## src/rtl/frame_deparser_pkg.sv

```systemverilog
// Shared definitions for the frame deparser: packet-word layout, word types,
// FSM state encodings and small helpers for byte extraction.
package frame_deparser_pkg;

   localparam int PKT_W          = 134;
   localparam int DATA_W         = 9;
   localparam int BYTES_PER_WORD = 16;

   // Packet word type, carried in iv_pkt[133:132]
   typedef enum logic [1:0] {
      WT_INV  = 2'b00,
      WT_HEAD = 2'b01,
      WT_TAIL = 2'b10,
      WT_MID  = 2'b11
   } word_type_e;

   // Deparser FSM states, exported on the debug port
   typedef enum logic [1:0] {
      ST_IDLE = 2'b00,
      ST_SEND = 2'b01,
      ST_GAP  = 2'b10
   } dep_state_e;

   // Word type field of a packet word
   function automatic word_type_e word_type(input logic [PKT_W-1:0] w);
      return word_type_e'(w[133:132]);
   endfunction

   // Byte idx of the data field; byte 0 sits at [127:120]
   function automatic logic [7:0] word_byte(input logic [PKT_W-1:0] w,
                                            input logic [3:0]       idx);
      logic [127:0] shifted;
      shifted = w[127:0] << {idx, 3'b000};
      return shifted[127:120];
   endfunction

   // Index of the last valid byte: tails drop their invalid-byte count
   function automatic logic [3:0] last_idx(input logic [PKT_W-1:0] w);
      if (word_type(w) == WT_TAIL) begin
         return 4'd15 - w[131:128];
      end
      return 4'd15;
   endfunction

endpackage

```

## src/rtl/frame_deparser_pkt_word_fifo2.sv

```systemverilog
// Two-entry packet-word FIFO. The head entry is always visible on rd_data_o;
// a write and a read in the same cycle are both honoured. Writes while full
// and reads while empty are dropped.
module pkt_word_fifo2
   import frame_deparser_pkg::*;
(
   input  logic             clk_i,
   input  logic             rst_ni,
   input  logic             wr_en_i,
   input  logic [PKT_W-1:0] wr_data_i,
   input  logic             rd_en_i,
   output logic [PKT_W-1:0] rd_data_o,
   output logic             full_o,
   output logic             empty_o
);

   logic [PKT_W-1:0] mem_q [2];
   logic             wr_ptr_q;
   logic             rd_ptr_q;
   logic [1:0]       count_q;
   logic             wr_fire;
   logic             rd_fire;

   assign full_o    = (count_q == 2'd2);
   assign empty_o   = (count_q == 2'd0);
   assign wr_fire   = wr_en_i & ~full_o;
   assign rd_fire   = rd_en_i & ~empty_o;
   assign rd_data_o = mem_q[rd_ptr_q];

   // Word storage; entry validity is tracked by count_q so no reset is needed
   always_ff @(posedge clk_i) begin
      if (wr_fire) begin
         mem_q[wr_ptr_q] <= wr_data_i;
      end
   end

   // Pointers and occupancy
   always_ff @(posedge clk_i or negedge rst_ni) begin
      if (!rst_ni) begin
         wr_ptr_q <= 1'b0;
         rd_ptr_q <= 1'b0;
         count_q  <= 2'd0;
      end else begin
         if (wr_fire) begin
            wr_ptr_q <= ~wr_ptr_q;
         end
         if (rd_fire) begin
            rd_ptr_q <= ~rd_ptr_q;
         end
         case ({wr_fire, rd_fire})
            2'b10:   count_q <= count_q + 2'd1;
            2'b01:   count_q <= count_q - 2'd1;
            default: count_q <= count_q;
         endcase
      end
   end

endmodule

```

## src/rtl/frame_deparser.sv

```systemverilog
// Frame deparser: serialises 134-bit packet words into a 9-bit byte stream,
// one byte per clock, flagging first/last bytes, enforcing an inter-frame gap
// and reporting word-sequence violations. All outputs are registered.
module frame_deparser
   import frame_deparser_pkg::*;
#(
   parameter int unsigned IFG_CYCLES = 12
) (
   input  logic              clk_sys,
   input  logic              reset_n,
   input  logic [PKT_W-1:0]  iv_pkt,
   input  logic              i_pkt_wr,
   output logic              o_pkt_ready,
   output logic [DATA_W-1:0] ov_data,
   output logic              o_data_wr,
   output logic              o_frame_done_pulse,
   output logic              o_frame_err_pulse,
   output logic [1:0]        deparser_state
);

   localparam logic [7:0] IFG_M1 = 8'(IFG_CYCLES - 1);

   // FIFO interface
   logic             fifo_full;
   logic             fifo_empty;
   logic             fifo_pop;
   logic [PKT_W-1:0] fifo_rd_data;
   word_type_e       fifo_type;

   // FSM state
   dep_state_e       state_q;
   logic [PKT_W-1:0] word_q;       // word being sent, or head retained across a gap
   logic [3:0]       idx_q;        // index of the next byte of word_q to emit
   logic             have_word_q;  // word_q still has bytes to emit
   logic             head_pend_q;  // word_q holds a head that starts after the gap
   logic [7:0]       gap_cnt_q;

   // Registered outputs
   logic [DATA_W-1:0] data_q;
   logic              data_wr_q;
   logic              done_q;
   logic              err_q;

   // Decoded properties of the current word
   logic word_last;
   logic word_is_tail;
   logic byte_flag;
   logic wr_violation;

   pkt_word_fifo2 u_fifo (
      .clk_i     (clk_sys),
      .rst_ni    (reset_n),
      .wr_en_i   (i_pkt_wr),
      .wr_data_i (iv_pkt),
      .rd_en_i   (fifo_pop),
      .rd_data_o (fifo_rd_data),
      .full_o    (fifo_full),
      .empty_o   (fifo_empty)
   );

   assign fifo_type    = word_type(fifo_rd_data);
   assign word_last    = (idx_q == last_idx(word_q));
   assign word_is_tail = (word_type(word_q) == WT_TAIL);
   // Boundary flag: byte 0 of the head word and the last byte of the tail word
   assign byte_flag    = ((word_type(word_q) == WT_HEAD) && (idx_q == 4'd0)) ||
                         (word_is_tail && word_last);
   // A write while the FIFO is full is dropped and reported
   assign wr_violation = i_pkt_wr & fifo_full;

   // Pop decision: in IDLE whenever a word is waiting; in SEND when the current
   // non-tail word is finishing this cycle or already finished
   always_comb begin
      fifo_pop = 1'b0;
      if (!fifo_empty) begin
         case (state_q)
            ST_IDLE: fifo_pop = 1'b1;
            ST_SEND: fifo_pop = !have_word_q || (word_last && !word_is_tail);
            default: fifo_pop = 1'b0;
         endcase
      end
   end

   // Deparser FSM with registered byte-stream and status outputs
   always_ff @(posedge clk_sys or negedge reset_n) begin
      if (!reset_n) begin
         state_q     <= ST_IDLE;
         word_q      <= '0;
         idx_q       <= 4'd0;
         have_word_q <= 1'b0;
         head_pend_q <= 1'b0;
         gap_cnt_q   <= 8'd0;
         data_q      <= '0;
         data_wr_q   <= 1'b0;
         done_q      <= 1'b0;
         err_q       <= 1'b0;
      end else begin
         data_wr_q <= 1'b0;
         done_q    <= 1'b0;
         err_q     <= wr_violation;
         case (state_q)
            ST_IDLE: begin
               if (fifo_pop) begin
                  if (fifo_type == WT_HEAD) begin
                     // Emit byte 0 straight from the FIFO head to save a cycle
                     data_q      <= {1'b1, word_byte(fifo_rd_data, 4'd0)};
                     data_wr_q   <= 1'b1;
                     word_q      <= fifo_rd_data;
                     idx_q       <= 4'd1;
                     have_word_q <= 1'b1;
                     state_q     <= ST_SEND;
                  end else begin
                     err_q <= 1'b1;
                  end
               end
            end

            ST_SEND: begin
               if (have_word_q) begin
                  data_q    <= {byte_flag, word_byte(word_q, idx_q)};
                  data_wr_q <= 1'b1;
                  if (word_last) begin
                     have_word_q <= 1'b0;
                     if (word_is_tail) begin
                        done_q    <= 1'b1;
                        gap_cnt_q <= IFG_M1;
                        state_q   <= ST_GAP;
                     end
                  end else begin
                     idx_q <= idx_q + 4'd1;
                  end
               end
               if (fifo_pop) begin
                  case (fifo_type)
                     WT_MID, WT_TAIL: begin
                        word_q      <= fifo_rd_data;
                        idx_q       <= 4'd0;
                        have_word_q <= 1'b1;
                     end
                     WT_HEAD: begin
                        // Missing tail: drop the rest of this frame, keep the new head
                        err_q       <= 1'b1;
                        word_q      <= fifo_rd_data;
                        idx_q       <= 4'd0;
                        head_pend_q <= 1'b1;
                        gap_cnt_q   <= IFG_M1;
                        state_q     <= ST_GAP;
                     end
                     default: begin
                        err_q <= 1'b1;
                     end
                  endcase
               end
            end

            ST_GAP: begin
               if (gap_cnt_q == 8'd0) begin
                  if (head_pend_q) begin
                     head_pend_q <= 1'b0;
                     have_word_q <= 1'b1;
                     idx_q       <= 4'd0;
                     state_q     <= ST_SEND;
                  end else begin
                     state_q <= ST_IDLE;
                  end
               end else begin
                  gap_cnt_q <= gap_cnt_q - 8'd1;
               end
            end

            default: begin
               state_q <= ST_IDLE;
            end
         endcase
      end
   end

   assign o_pkt_ready        = ~fifo_full;
   assign ov_data            = data_q;
   assign o_data_wr          = data_wr_q;
   assign o_frame_done_pulse = done_q;
   assign o_frame_err_pulse  = err_q;
   assign deparser_state     = state_q;

endmodule

```

## config.mk

```make
export PLATFORM = sky130hd
export DESIGN_NAME = frame_deparser
export DESIGN_NICKNAME = d
export VERILOG_FILES = /design/src/rtl/frame_deparser_pkg.sv /design/src/rtl/frame_deparser_pkt_word_fifo2.sv /design/src/rtl/frame_deparser.sv
export SDC_FILE = /design/constraint.sdc
export NUM_CORES = 1
export LEC_CHECK = 0
export CAP_MARGIN = 20
export CORE_ASPECT_RATIO = 0.5
export CORE_MARGIN = 1
export CORE_UTILIZATION = 57
export CTS_BUF_LIST = sky130_fd_sc_hd__clkbuf_16
export DETAILED_ROUTE_END_ITERATION = 7
export GPL_ROUTABILITY_DRIVEN = 0
export PLACE_DENSITY = 0.78
export SLEW_MARGIN = 20
export SYNTH_ARGS = -nofsm -noshare
export SYNTH_HDL_FRONTEND = slang
export SYNTH_SLANG_ARGS = --single-unit
```

## constraint.sdc

```tcl
create_clock -name clk_sys -period 9.7 [get_ports clk_sys]
set_input_delay 1.94 -clock clk_sys [delete_from_list [all_inputs] [get_ports clk_sys]]
set_output_delay 1.94 -clock clk_sys [all_outputs]
set_load 0.02 [all_outputs]
```

==> After elaboration in Yosys (flattened, before gate mapping) <==
Memories as Yosys holds them, arrays and structs flattened.
Cells that the tools add are included.
{ "word_totals": {"ram_bits": 268, "reg_bits": 166, "memories": 1, "wordCells": 136, "output_inout_bits": 15} }
{ "memory_table": {"columns": ["memory", "depth", "word_bits", "read_ports", "rd_ports_with_merged_regs", "wr", "line_no", "rtl"], "rows": [
  ["u_fifo.mem_q", 2, 134, 1, 0, 1, "frame_deparser_pkt_word_fifo2.sv:17", "logic [PKT_W-1:0] mem_q [2];"]
]} }
{ "op_classes": {"shifts": 1, "n_addsub": 5, "bitwise_logic": 7, "muxes": 66, "n_reduce_logical": 23, "eq_ne": 20} }
{ "op_table": {"columns": ["op", "n"], "rows": [
  ["$mux 134", 4],
  ["$pmux 134 s2", 1],
  ["$shl 128x7->128", 1],
  ["$mux 8", 6],
  ["$mux 4", 10],
  ["$mux 9", 3],
  ["$mux 1", 24],
  ["$pmux 9 s2", 1],
  ["$mux 2", 8],
  ["$pmux 8 s2", 1],
  ["$ne 2x2->1 const B", 7],
  ["$eq 2x2->1 const B", 6],
  ["$pmux 4 s3", 1],
  ["$reduce_and 5->1", 2],
  ["$eq 2x1->1 const B", 4],
  ["$logic_not 8->1", 1],
  ["$pmux 1 s2", 4],
  ["$reduce_and 4->1", 2],
  ["$sub 8x1->8 const B", 1],
  ["$pmux 2 s3", 1],
  ["$reduce_bool 2->1", 3],
  ["$add 4x1->4 const B", 1],
  ["$eq 4x4->1", 1],
  ["$logic_not 2->1", 2],
  ["17 further kinds", 27]
]} }

==> Longest topological paths before layout <==
Gate-level depths: netlist (run 1).
{ "logic_depth": {"depth_word": 11, "mapped_depth": 10} }

==> Hierarchy <==
From an unflattened synthesis (run 1), not the netlist that was laid out.
{ "hier_totals": {"hier_cells": 1001, "area_unflattened_um2": 17787.1} }
{ "by_module_without_submodules": {"columns": ["mod", "instances", "area_per_inst_um2", "cells_each"], "rows": [
  ["pkt_word_fifo2", 1, 10057.1, 435],
  ["frame_deparser", 1, 7729.9, 566]
]} }

==> Least setup slack after synthesis (run 1) <==
OpenSTA, ideal clock, no wires.
{ "synth_path": {"path_kind": "input to register", "startpoint": "in i_pkt_wr", "endpoint": "mem u_fifo.mem_q[0][0] (enable)", "path_stages": 2, "setup_slack_ps": 1464, "required_time_ps": 9071, "arrival_time_ps": 7607, "cell_sequence": "nand2_1 -> nor2_1"} }
{ "synth_between": {"elab_chain_len": 3} }
{ "synth_lines": {"columns": ["item", "line_no", "rtl"], "rows": [
  ["start, declared", "frame_deparser.sv:12", "input logic i_pkt_wr,"],
  ["$and 1x1->1", "frame_deparser_pkt_word_fifo2.sv:26", "assign wr_fire = wr_en_i & ~full_o;"],
  ["$mux 1", "frame_deparser_pkt_word_fifo2.sv:32", "if (wr_fire) begin"],
  ["$mux 1 (not written as such)", "frame_deparser_pkt_word_fifo2.sv:33", "mem_q[wr_ptr_q] <= wr_data_i;"],
  ["end, declared", "frame_deparser_pkt_word_fifo2.sv:17", null]
]} }
No other way between the ends.

==> Worst setup path after layout (run 1) <==
{ "layout_path": {"startpoint": "in i_pkt_wr", "endpoint": "mem u_fifo.mem_q[0][108] (enable)"} }
Same word-level chain as after synthesis.

==> results of run 1 <==
-- area by class of cell --
class | instances | share of cell area (%)
Antenna cell | 1 | 0.0123
Clock buffer | 40 | 4.94
Clock inverter | 29 | 1.57
Inverter | 14 | 0.259
Multi-Input combinational cell | 612 | 22.7
Sequential cell | 434 | 60.2
Tap cell | 391 | 2.41
Timing Repair Buffer | 162 | 7.93
-- kinds of logic after synthesis --
family / count (synthesis) / synth area share, %
AND/OR/NAND/NOR: 214 / 5.40
XOR/XNOR: 13 / 0.665
AO/OA/AOI/OAI: 196 / 6.48
flip-flops: 434 / 71.3
adder cells (fa/ha/maj): 9 / 0.658
multiplexers: 180 / 13.5
buffers and inverters: 73 / 2.04
-- registers in the layout, summed over array words and instances, names as in the netlist, 2 cells and up --
signal and flops:
deparser_state 2, gap_cnt_q 8, idx_q 4, ov_data 9
u_fifo.count_q 2, u_fifo.mem_q 268, word_q 134
-- worst max path at each step --
| stage | start | to | slack (ns) |
|---|---|---|---|
| after floorplan | i_pkt_wr | u_fifo.mem_q[0][0] | 1.46 |
| after global placement | i_pkt_wr | u_fifo.mem_q[0][105] | 4.61 |
| after CTS | i_pkt_wr | u_fifo.mem_q[0][94] | 5.00 |
| after detailed placement | i_pkt_wr | u_fifo.mem_q[0][105] | 4.44 |
| after global routing | i_pkt_wr | u_fifo.mem_q[0][107] | 4.82 |
| final | i_pkt_wr | u_fifo.mem_q[0][108] | 5.03 |
-- metrics by stage --
stage                     total power [W]  hold slack (ns)
after floorplan                   0.00450            0.461
after global placement            0.00502            0.490
after detailed placement          0.00514            0.494
after CTS                         0.00678            0.513
after global routing              0.00710            0.533
final                             0.00677            0.515
-- per-layer routing --
metal	part of all wire, %	global-route usage, %	vias to the layer above
li1	-	-	4455
met4	1.7	5.85	0
met3	5.8	4.48	59
met2	50	40.9	308
met1	42	35.6	5025
met5	0	0	-
-- cell usage in the layout, fill, tap and decap left out, drive strengths merged, types with 4 or more instances in the layout --
cell type / n
clkbuf: 40
edfxtp: 268
buf: 12
o21ai: 9
clkdlybuf4s50: 150
dfrtp: 166
nor2: 165
nand3: 6
clkinv: 14
inv: 21
mux4: 40
ha: 9
mux2: 6
bufinv: 7
xor2: 7
nor2b: 4
xnor2: 6
mux2i: 134
nand2: 13
a21oi: 161
nor3: 5
o22ai: 6
-- power groups by stage --
stage	sequential, W	combinational (W)	clock (W)
floorplan	0.00292	0.00158	0
global placement	0.00294	0.00208	0
detailed placement	0.00298	0.00216	0
CTS	0.00295	0.00219	0.00164
global route	0.00301	0.00238	0.00170
finish	0.00296	0.00219	0.00162
-- worst register-to-register path: stages, from the launching register on --
cell	delay (ns)
sky130_fd_sc_hd__dfrtp_4	0.73
sky130_fd_sc_hd__buf_4	0.86
sky130_fd_sc_hd__nor3_1	0.15
sky130_fd_sc_hd__a211oi_1	0.47
sky130_fd_sc_hd__nand2_1	0.16
sky130_fd_sc_hd__a21oi_4	0.40
sky130_fd_sc_hd__buf_12	0.62
sky130_fd_sc_hd__a21oi_1	0.55
-- synthesized netlist by cell type (all sizes together) (2+ instances only) --
library cell  instances
mux4                 40
and3                  3
a22o                  3
mux2i               134
edfxtp              268
and2                  3
o22ai                 6
xnor2                 6
inv                  13
nand2b                3
nor3                  5
a32o                  2
nand3                 6
o211ai                2
nand4                 2
buf                  41
dfrtp               166
xor2                  7
mux2                  6
a22oi                 2
nor4                  3
ha                    9
a21oi               161
nor2b                 4
nand2                13
nor2                165
clkbuf               18
o21ai                 9
==> implementation parameters, run 1 <==
Parameter                              Value

Run status
  Result of the run ... finished, violations left
  Violated checks ... design-rule violations

Job
  Max-cap check violation count ... 0

Die
  Initial cell density of the core ... 58.5%
  Area of the core region ... 29300 um2
  Die Span X ... 247 um
  Row count ... 44
  Boundary pin count ... 152
  Die outline area ... 30800 um2
  Die Span Y ... 125 um

Drt
  Routed vias ... 9847
  Count of TritonRoute iterations in the first routing pass ... 7
  1st-iter DRT viols ... 860
  DRC violation count after routing ... 10
  Detailed-route wire length per cell ... 22.0 um
  Detail-routed via count per cell ... 5.85
  Routed wire length ... 37.0 mm
  Remaining antenna violation count after routing ... 0

Placement
  Placement-stage worst setup slack ... 4.44 ns
  Placed standard-cell area ... 19000 um2
  Instance count after placement with tap cells included ... 1613
  Buffers on Ports ... 151
  Hpwl dp ... 23.2 mm

Final layout
  Share of the core filled with cells ... 69.2%
  Area of all placed cells without fillers ... 20300 um2
  Multi-input gate area in the final layout ... 4590 um2
  Final net count ... 1408
  Fill cell count ... 1923
  Area added between synthesis and finish ... 18.4%
  Area taken by flip-flops and latches ... 12200 um2
  Proportion of layout cells with a drive suffix above 1 ... 10.6%
  Cell Count, Final, Fillers Out ... 1683

Clock tree
  Clock edge transition at the registers on the reported setup and hold paths ... 0.07 ns
  Number of buffers inserted for hold repair after clock tree synthesis ... 0
  Clock tree from TritonCTS ... yes
  CTS Sinks ... 434
  Worst-Skew Late Latency ... 0.55 ns
  Number of H-tree branching levels ... 2
  Cts bufs inserted ... 38
  Root Driver ... sky130_fd_sc_hd__clkbuf_16
  Setup fix buffers added after clock tree synthesis ... 0
  Clk buf depth ... 3
  Number of cells upsized or downsized after cts ... 0

Yosys
  Share of synthesized flip-flops with an asynchronous set or reset ... 38.2%
  Number of instances in the synthesized netlist ... 1119
  Post-synthesis sequential element count ... 434
  Most used flip-flop cell after synthesis ... sky130_fd_sc_hd__edfxtp_1
  Share of the synthesized area in the top cell type ... 47.0%
  Number of warnings printed during yosys synthesis ... 0
  Distinct cell type count of the synthesized netlist ... 59
  Leading area contributor after synthesis ... sky130_fd_sc_hd__edfxtp_1
  Cell types with the largest area share after synthesis ... sky130_fd_sc_hd__edfxtp_1 47%, sky130_fd_sc_hd__dfrtp_1 24%, sky130_fd_sc_hd__mux2i_1 7.8%
  Mapped Avg Cell Area ... 15.3 um2
  Seq/Total Area, Yosys ... 71.3%
  Synthesized net count ... 1265
  Number of flops mapped to enable cells by yosys ... 268
  Syn Std Cell Area ... 17100 um2

Setup path
  Buffers & Inverters on Critical Path ... 3
  Reg2Reg Launch Point ... u_fifo.rd_ptr_q
  CP max-delay cell ... sky130_fd_sc_hd__buf_4
  Slowest cell delay on critical path ... 0.84 ns
  Worst-case register-to-register setup slack ... 5.59 ns
  Critical setup path kind ... in2reg
  Critical-path maximum fanout ... 64
  Cell Chain, Critical Path ... clkdlybuf4s50_1 > nand2_1 > nor2_4 > buf_4 > buf_4
  Logic depth of the worst path, buffers included ... 5
  Cell type with the highest occurrence count on the critical path ... sky130_fd_sc_hd__buf_4
  Worst reg-to-reg path cell count ... 7
  Largest delay contributor family on the critical path ... buffers and inverters
  Category of the worst setup path capture point ... flop
  Worst reg2reg endpoint ... word_q[67]
  Type of element launching the critical path ... primary input
  Critical Path AT ... 4.82 ns
  Required time worst endpoint ... 9.85 ns

STA
  Post-route setup slack ... 5.03 ns
  RSZ-0062 raised after global routing ... no
  Worst-margin pin slew ... 1.18 ns
  Post-Route Skew ... 0.0262 ns
  Endpoints failing setup ... 0
  Setup total negative slack ... 0 ns
  Pins Over Slew Limit ... 0
  Ratio of final minimum period to clock period ... 48.2%
  Slew headroom ... 21.6%
  Time the worst path needs with I/O delays and setup ... 4.67 ns
  Count of final hold-check violations ... 0
  Maximum achievable frequency ... 214 MHz

Power
  Portion of total power attributed to combinational logic ... 32.4%
  Largest voltage drop on the vdd net ... 0.255 mV
  Switching part of the total ... 33.8%
  LEAKAGE ... 7.62 nW
  Power per cell area ... 334 nW/um2
  Sw power ... 0.00229 W
  Seq pwr share ... 43.8%
  Cell internal power dissipation ... 0.00448 W
  Clock Power Share ... 23.9%

Min path
  Hold crit path type ... reg2reg
  Hold Path End ... word_q[126]
  Hold Path Stages ... 1
  Startpoint of the most critical hold path ... word_q[126]

Global route
  Antenna violations before repair ... 3
  Global routing usage summed across all routing layers ... 25.1%
  Vias in the first global route ... 10200
  Pin count of the biggest net entering global routing ... 251
  Global route total overflow ... 0
  Global-route wire length before repair ... 58.0 mm
(Power assumes the default switching activity.)
==> run 2, diff against run 1 <==
==> constraint.sdc (replaced) <==
create_clock -name clk_sys -period 4.4 [get_ports clk_sys]
set_input_delay 0.88 -clock clk_sys [delete_from_list [all_inputs] [get_ports clk_sys]]
set_output_delay 0.88 -clock clk_sys [all_outputs]
set_load 0.02 [all_outputs]
==> run 2 against run 1 <==
  * The run still ends with design-rule violations left
  * Clock skew down 0.013 ns
  * Routed wire length decreased by 4.3%
  * Die area did not move
  * Critical path type is now reg2reg
  * Critical endpoint is now word_q[52]
==> implementation parameters, run 2 (synthesis gave the netlist of run 1 again) <==
Parameter                              Value

Run status
  Result of the run ... finished, violations left
  Violated checks ... design-rule violations

STA
  Slew headroom ... 23.2% (+1.6 points)
  Pins Over Slew Limit ... 0 (unchanged)
  Maximum achievable frequency ... 341 MHz
  RSZ-0062 raised after global routing ... no
  Worst-case hold slack ... 0.417 ns (-0.0981 ns)
  Ratio of final minimum period to clock period ... 66.7%
  Post-Route Skew ... 0.0132 ns (-0.0131 ns)
  Setup total negative slack ... 0 ns (unchanged)
  Count of final hold-check violations ... 0 (unchanged)
  Endpoints failing setup ... 0 (unchanged)
  Time the worst path needs with I/O delays and setup ... 2.94 ns
  Worst-margin pin slew ... 1.15 ns (-0.0247 ns)

Setup path
  Critical Path AT ... 3.39 ns (-1.43 ns)
  Critical setup path kind ... reg2reg
  Worst reg-to-reg path cell count ... 10 (+3)
  Category of the worst setup path capture point ... flop
  Required time worst endpoint ... 4.86 ns (-4.99 ns)
  Critical-path maximum fanout ... 56 (-13%)
  Type of element launching the critical path ... flop

Drt
  Detail-routed via count per cell ... 5.75 (-1.7%)
  DRC violation count after routing ... 11 (+1)
  Detailed-route wire length per cell ... 21.0 um (-4.4%)
  Routed vias ... 9689 (-1.6%)
  Count of TritonRoute iterations in the first routing pass ... 8 (+1)
  Routed wire length ... 35.4 mm (-4.3%)
  1st-iter DRT viols ... 907 (+5.5%)
  Remaining antenna violation count after routing ... 0 (unchanged)

Die
  Die outline area ... 30800 um2 (unchanged)
  Initial cell density of the core ... 58.5% (unchanged)
  Row count ... 44 (unchanged)
  Die Span Y ... 125 um (unchanged)
  Die Span X ... 247 um (unchanged)
  Boundary pin count ... 152 (unchanged)
  Area of the core region ... 29300 um2 (unchanged)

Placement
  Buffers on Ports ... 151 (unchanged)
  Hpwl dp ... 23.1 mm (-0.47%)

Power
  Power per cell area ... 720 nW/um2 (+120%)
  LEAKAGE ... 7.58 nW (-0.48%)
  Largest voltage drop on the vdd net ... 0.678 mV (+170%)

Clock tree
  Clk buf depth ... 3 (unchanged)
  Root Driver ... sky130_fd_sc_hd__clkbuf_16
  Cts bufs inserted ... 37 (-2.6%)
  Clock tree from TritonCTS ... yes
  Clock edge transition at the registers on the reported setup and hold paths ... 0.07 ns (about the same)
  Worst-Skew Late Latency ... 0.54 ns (about the same)
  CTS Sinks ... 434 (unchanged)
  Setup fix buffers added after clock tree synthesis ... 0 (unchanged)
  Number of buffers inserted for hold repair after clock tree synthesis ... 0 (unchanged)
  Number of H-tree branching levels ... 2 (unchanged)
  Number of cells upsized or downsized after cts ... 0 (unchanged)

Global route
  Antenna violations before repair ... 1 (-2)
  Global route total overflow ... 0 (unchanged)
  Global routing usage summed across all routing layers ... 23.7% (-1.4 points)
  Global-route wire length before repair ... 55.4 mm (-4.5%)
  Vias in the first global route ... 9939 (-2.6%)
  Pin count of the biggest net entering global routing ... 137 (-45%)

Min path
  Hold crit path type ... in2async

Final layout
  Most used cells in the layout excluding fill and tap cells ... 268 x sky130_fd_sc_hd__edfxtp_1, 164 x sky130_fd_sc_hd__nor2_1, 163 x sky130_fd_sc_hd__dfrtp_1
  Reg with most FFs ... u_fifo.mem_q
  Most common cell after layout, fill and taps aside ... sky130_fd_sc_hd__edfxtp_1
  Number of flip-flops under the largest register name ... 268 (unchanged)
  Area added between synthesis and finish ... 18.0%
  Proportion of layout cells with a drive suffix above 1 ... 10.2% (-0.40 points)
  Fill cell count ... 1932 (+0.47%)
  Final net count ... 1410 (+0.14%)

Job
  Max-cap check violation count ... 0 (unchanged)
==> run 2: changes by cell type in the layout (fill, tap and decap cells not counted), moves of 3 or more <==
cell | previous run | this run
sky130_fd_sc_hd__clkinv_2 | 7 | 4
sky130_fd_sc_hd__buf_12 | 1 | 6
sky130_fd_sc_hd__bufinv_16 | 7 | 3
sky130_fd_sc_hd__clkinv_1 | 7 | 10
sky130_fd_sc_hd__inv_1 | 18 | 21
==> run 2: layer usage <==
| layer | vias to the layer above | track usage [%] | part of all wire, % |
|---|---|---|---|
| met1 | 4907 | 33.6 | 43 |
| li1 | 4459 | - | - |
| met4 | 0 | 5.05 | 1.4 |
| met3 | 43 | 4.70 | 5.7 |
| met2 | 280 | 38.5 | 50 |
| met5 | - | 0 | 0 |
==> run 2: final timing paths <==
kind / slack [ns] / endpoint / from
max: 1.46 / word_q[52] / deparser_state[1]
min: 0.42 / word_q[45] / reset_n
max reg2reg: 1.46 / word_q[52] / deparser_state[1]
min reg2reg: 0.51 / word_q[126] / word_q[126]
max in group asynchronous: 3.06 / word_q[20] / reset_n
min in group clk_sys: 0.51 / word_q[126] / word_q[126]
==> run 2: worst max-delay path, stage by stage (launching register included) <==
cell and delay, ns:
sky130_fd_sc_hd__dfrtp_1 0.43, sky130_fd_sc_hd__inv_1 0.10, sky130_fd_sc_hd__ha_1 0.14, sky130_fd_sc_hd__buf_4 0.26, sky130_fd_sc_hd__clkinv_1 0.30, sky130_fd_sc_hd__mux2i_1 0.21
sky130_fd_sc_hd__nand2_1 0.10, sky130_fd_sc_hd__a21oi_4 0.45, sky130_fd_sc_hd__buf_4 0.54, sky130_fd_sc_hd__nor2_1 0.14, sky130_fd_sc_hd__a21oi_1 0.17
==> run 2: stage by stage <==
step	cells	area, um2	setup WS (ns)	power (W)	utilization, %
after detailed placement	1616	19000	1.49	0.0114	65.0
after CTS	1683	20200	1.47	0.0146	69.0
after floorplan	1119	17100	0.982	0.00985	-
after global routing	1684	20200	1.25	0.0153	69.0
after global placement	1616	19000	1.56	0.0112	65.0
final	1684	20200	1.46	0.0146	69.0
==> run 2: final cells by class <==
class | instances | area, um2 | share of cell area [%]
Antenna cell | 1 | 2.50 | 0.0124
Clock buffer | 38 | 951 | 4.71
Clock inverter | 29 | 213 | 1.05
Inverter | 14 | 52.6 | 0.260
Multi-Input combinational cell | 612 | 4590 | 22.7
Sequential cell | 434 | 12200 | 60.4
Tap cell | 391 | 489 | 2.42
Timing Repair Buffer | 165 | 1690 | 8.38
==> run 2: report_power, final <==
group / leakage, nW / total [W] / internal (W) / switching [W]
logic: 2.63 / 0.00487 / 0.00206 / 0.00282
clock network: 0.600 / 0.00318 / 0.00175 / 0.00143
registers: 4.35 / 0.00651 / 0.00578 / 0.000721
total: 7.58 / 0.0146 / 0.00959 / 0.00496
==> run 3, diff against run 2 <==
==> constraint.sdc (replaced) <==
create_clock -name clk_sys -period 3.05 [get_ports clk_sys]
set_input_delay 0.61 -clock clk_sys [delete_from_list [all_inputs] [get_ports clk_sys]]
set_output_delay 0.61 -clock clk_sys [all_outputs]
set_load 0.02 [all_outputs]
==> run 3 against run 2 <==
  * Largest cell class unchanged
  * The run still ends with design-rule violations left
  * Final cell count increased by 0.65%
  * Total power increased by 47%
  * Critical path depth fell by 5
  * Combinational power up 49%
  * Utilization up 0.67 points
  * Sequential share of layout area decreased by 0.58 points
  * Global-route usage rose by 1.3 points
  * Clock skew up 0.0067 ns
  * Die area unchanged
  * Setup slack worse by 0.98 ns
==> implementation parameters, run 3 (synthesis gave the netlist of run 1 again) <==
Parameter                              Value

Clock tree
  Clock tree from TritonCTS ... yes
  Worst-Skew Late Latency ... 0.54 ns (about the same)
  Root Driver ... sky130_fd_sc_hd__clkbuf_16
  Setup fix buffers added after clock tree synthesis ... 0 (unchanged)
  Number of H-tree branching levels ... 2 (unchanged)
  Clock edge transition at the registers on the reported setup and hold paths ... 0.07 ns (about the same)
  Clk buf depth ... 3 (unchanged)
  Cts bufs inserted ... 37 (unchanged)
  CTS Sinks ... 434 (unchanged)

Global route
  Vias in the first global route ... 10200 (+3.0%)
  Global routing usage summed across all routing layers ... 25.0% (+1.3 points)
  Met3 demand-to-capacity share in global routing ... 4.27% (-0.43 points)
  Met1 Resource Use GR ... 35.5% (+1.8 points)
  Met2 Use GR ... 41.1% (+2.6 points)
  Global route total overflow ... 0 (unchanged)
  Antenna violations before repair ... 1 (unchanged)
  Global-route wire length before repair ... 58.1 mm (+4.9%)
  Pin count of the biggest net entering global routing ... 151 (+10%)
  Most crowded layer after global routing ... met2

Placement
  Placement-stage worst setup slack ... 0.483 ns (-1.01 ns)
  Hpwl dp ... 24.4 mm (+5.9%)
  Buffers on Ports ... 151 (unchanged)

Final layout
  Fill cell count ... 1900 (-1.7%)
  Final net count ... 1420 (+0.71%)
  Area added between synthesis and finish ... 19.1%
  Most used cells in the layout excluding fill and tap cells ... 268 x sky130_fd_sc_hd__edfxtp_1, 164 x sky130_fd_sc_hd__nor2_1, 163 x sky130_fd_sc_hd__dfrtp_1
  Proportion of layout cells with a drive suffix above 1 ... 11.1% (+0.91 points)
  Most common cell after layout, fill and taps aside ... sky130_fd_sc_hd__edfxtp_1
  Number of flip-flops under the largest register name ... 268 (unchanged)
  Reg with most FFs ... u_fifo.mem_q

STA
  Post-Route Skew ... 0.0198 ns (+0.00666 ns)
  Ratio of final minimum period to clock period ... 84.2% (+17 points)
  Post-route setup slack ... 0.482 ns (-0.982 ns)
  Worst-case hold slack ... 0.527 ns (+0.110 ns)
  Endpoints failing setup ... 0 (unchanged)
  Slew headroom ... 31.6% (+8.4 points)
  Worst-margin pin slew ... 1.03 ns (-0.126 ns)
  Maximum achievable frequency ... 389 MHz (+14%)
  Pins Over Slew Limit ... 0 (unchanged)
  Time the worst path needs with I/O delays and setup ... 2.57 ns (-0.368 ns)
  RSZ-0062 raised after global routing ... no
  Count of final hold-check violations ... 0 (unchanged)

Drt
  Routed vias ... 9978 (+3.0%)
  1st-iter DRT viols ... 813 (-10%)
  Detailed-route wire length per cell ... 22.0 um (+4.6%)
  Remaining antenna violation count after routing ... 0 (unchanged)
  Routed wire length ... 37.3 mm (+5.3%)
  DRC violation count after routing ... 8 (-3)
  Detail-routed via count per cell ... 5.89 (+2.3%)
  Count of TritonRoute iterations in the first routing pass ... 7 (-1)

Setup path
  Required time worst endpoint ... 3.46 ns (-1.40 ns)
  Cell type with the highest occurrence count on the critical path ... sky130_fd_sc_hd__mux4_2
  Cell Chain, Critical Path ... buf_12 > mux4_2 > mux4_2 > nor2_1 > o22ai_1
  Critical setup path kind ... reg2reg
  CP max-delay cell ... sky130_fd_sc_hd__dfrtp_2
  Reg2Reg Launch Point ... idx_q[0]
  Slowest cell delay on critical path ... 0.70 ns (+0.16 ns)
  Critical-path maximum fanout ... 24 (-57%)
  Type of element launching the critical path ... flop
  Category of the worst setup path capture point ... flop
  Origin of the worst setup path ... idx_q[0]
  Critical Path AT ... 2.98 ns (-0.41 ns)

Min path
  Hold crit path type ... reg2reg
  Startpoint of the most critical hold path ... word_q[47]

Power
  Power per cell area ... 1050 nW/um2 (+45%)
  LEAKAGE ... 7.67 nW (+1.2%)
  Largest voltage drop on the vdd net ... 0.872 mV (+29%)

Die
  Die outline area ... 30800 um2 (unchanged)
  Boundary pin count ... 152 (unchanged)
  Initial cell density of the core ... 58.5% (unchanged)
  Die Span Y ... 125 um (unchanged)
  Row count ... 44 (unchanged)
  Area of the core region ... 29300 um2 (unchanged)
  Die Span X ... 247 um (unchanged)

Run status
  Violated checks ... design-rule violations
  Result of the run ... finished, violations left

Job
  Max-cap check violation count ... 0 (unchanged)
[run 3: worst paths after layout]
check / end / slack [ns] / depth (start not counted)
max: ov_data[5] / 0.48 / 5
min: word_q[47] / 0.53 / 2
max reg2reg: ov_data[5] / 0.48 / 5
min reg2reg: word_q[47] / 0.53 / 2
max in group asynchronous: word_q[117] / 1.72 / 3
min in group asynchronous: word_q[28] / 0.56 / 2
[run 3: repair_timing]
| item | in CTS | in global routing |
|---|---|---|
| hold buffers | 1 | 0 |
| resized for setup | 0 | 0 |
| hold endpoints to repair | 5 | 0 |
| setup endpoints to repair | 0 | 0 |
[run 3: area by class of cell]
class | instances | area (um2) | share of cell area (%)
Sequential cell | 434 | 12200 | 59.8
Multi-Input combinational cell | 612 | 4610 | 22.6
Timing Repair Buffer | 175 | 1860 | 9.11
Clock buffer | 39 | 976 | 4.78
Tap cell | 391 | 489 | 2.40
Clock inverter | 29 | 203 | 0.994
Inverter | 14 | 52.6 | 0.258
Antenna cell | 1 | 2.50 | 0.0123
[run 3: routing by layer]
layer	wire length [um]	vias up
met2	18500	332
met3	2120	60
met5	0	-
met4	660	0
li1	-	4473
met1	16000	5113
[run 3: stage by stage]
step	std cells	util, %	total power, W	setup TNS (ns)	cell area [um2]
after floorplan	1119	-	0.0142	-6.17	17100
after global placement	1625	65.6	0.0163	0	19200
after detailed placement	1625	65.6	0.0166	0	19200
after CTS	1694	69.6	0.0214	0	20400
after global routing	1695	69.6	0.0224	0	20400
final	1695	69.6	0.0213	0	20400
[run 3: power breakdown]
group	switching [W]	internal [W]	total, W
sequential	0.00109	0.00834	0.00943
clock	0.00210	0.00257	0.00467
combinational	0.00415	0.00309	0.00725
total	0.00734	0.0140	0.0213
[run 3: worst max-delay path: cells and delay by family (launching register included)]
| kind | cells | cell delay [ns] |
|---|---|---|
| flops | 1 | 0.70 |
| mux | 2 | 1.12 |
| compound gates | 1 | 0.11 |
| simple gates | 1 | 0.18 |
| buf+inv | 1 | 0.30 |
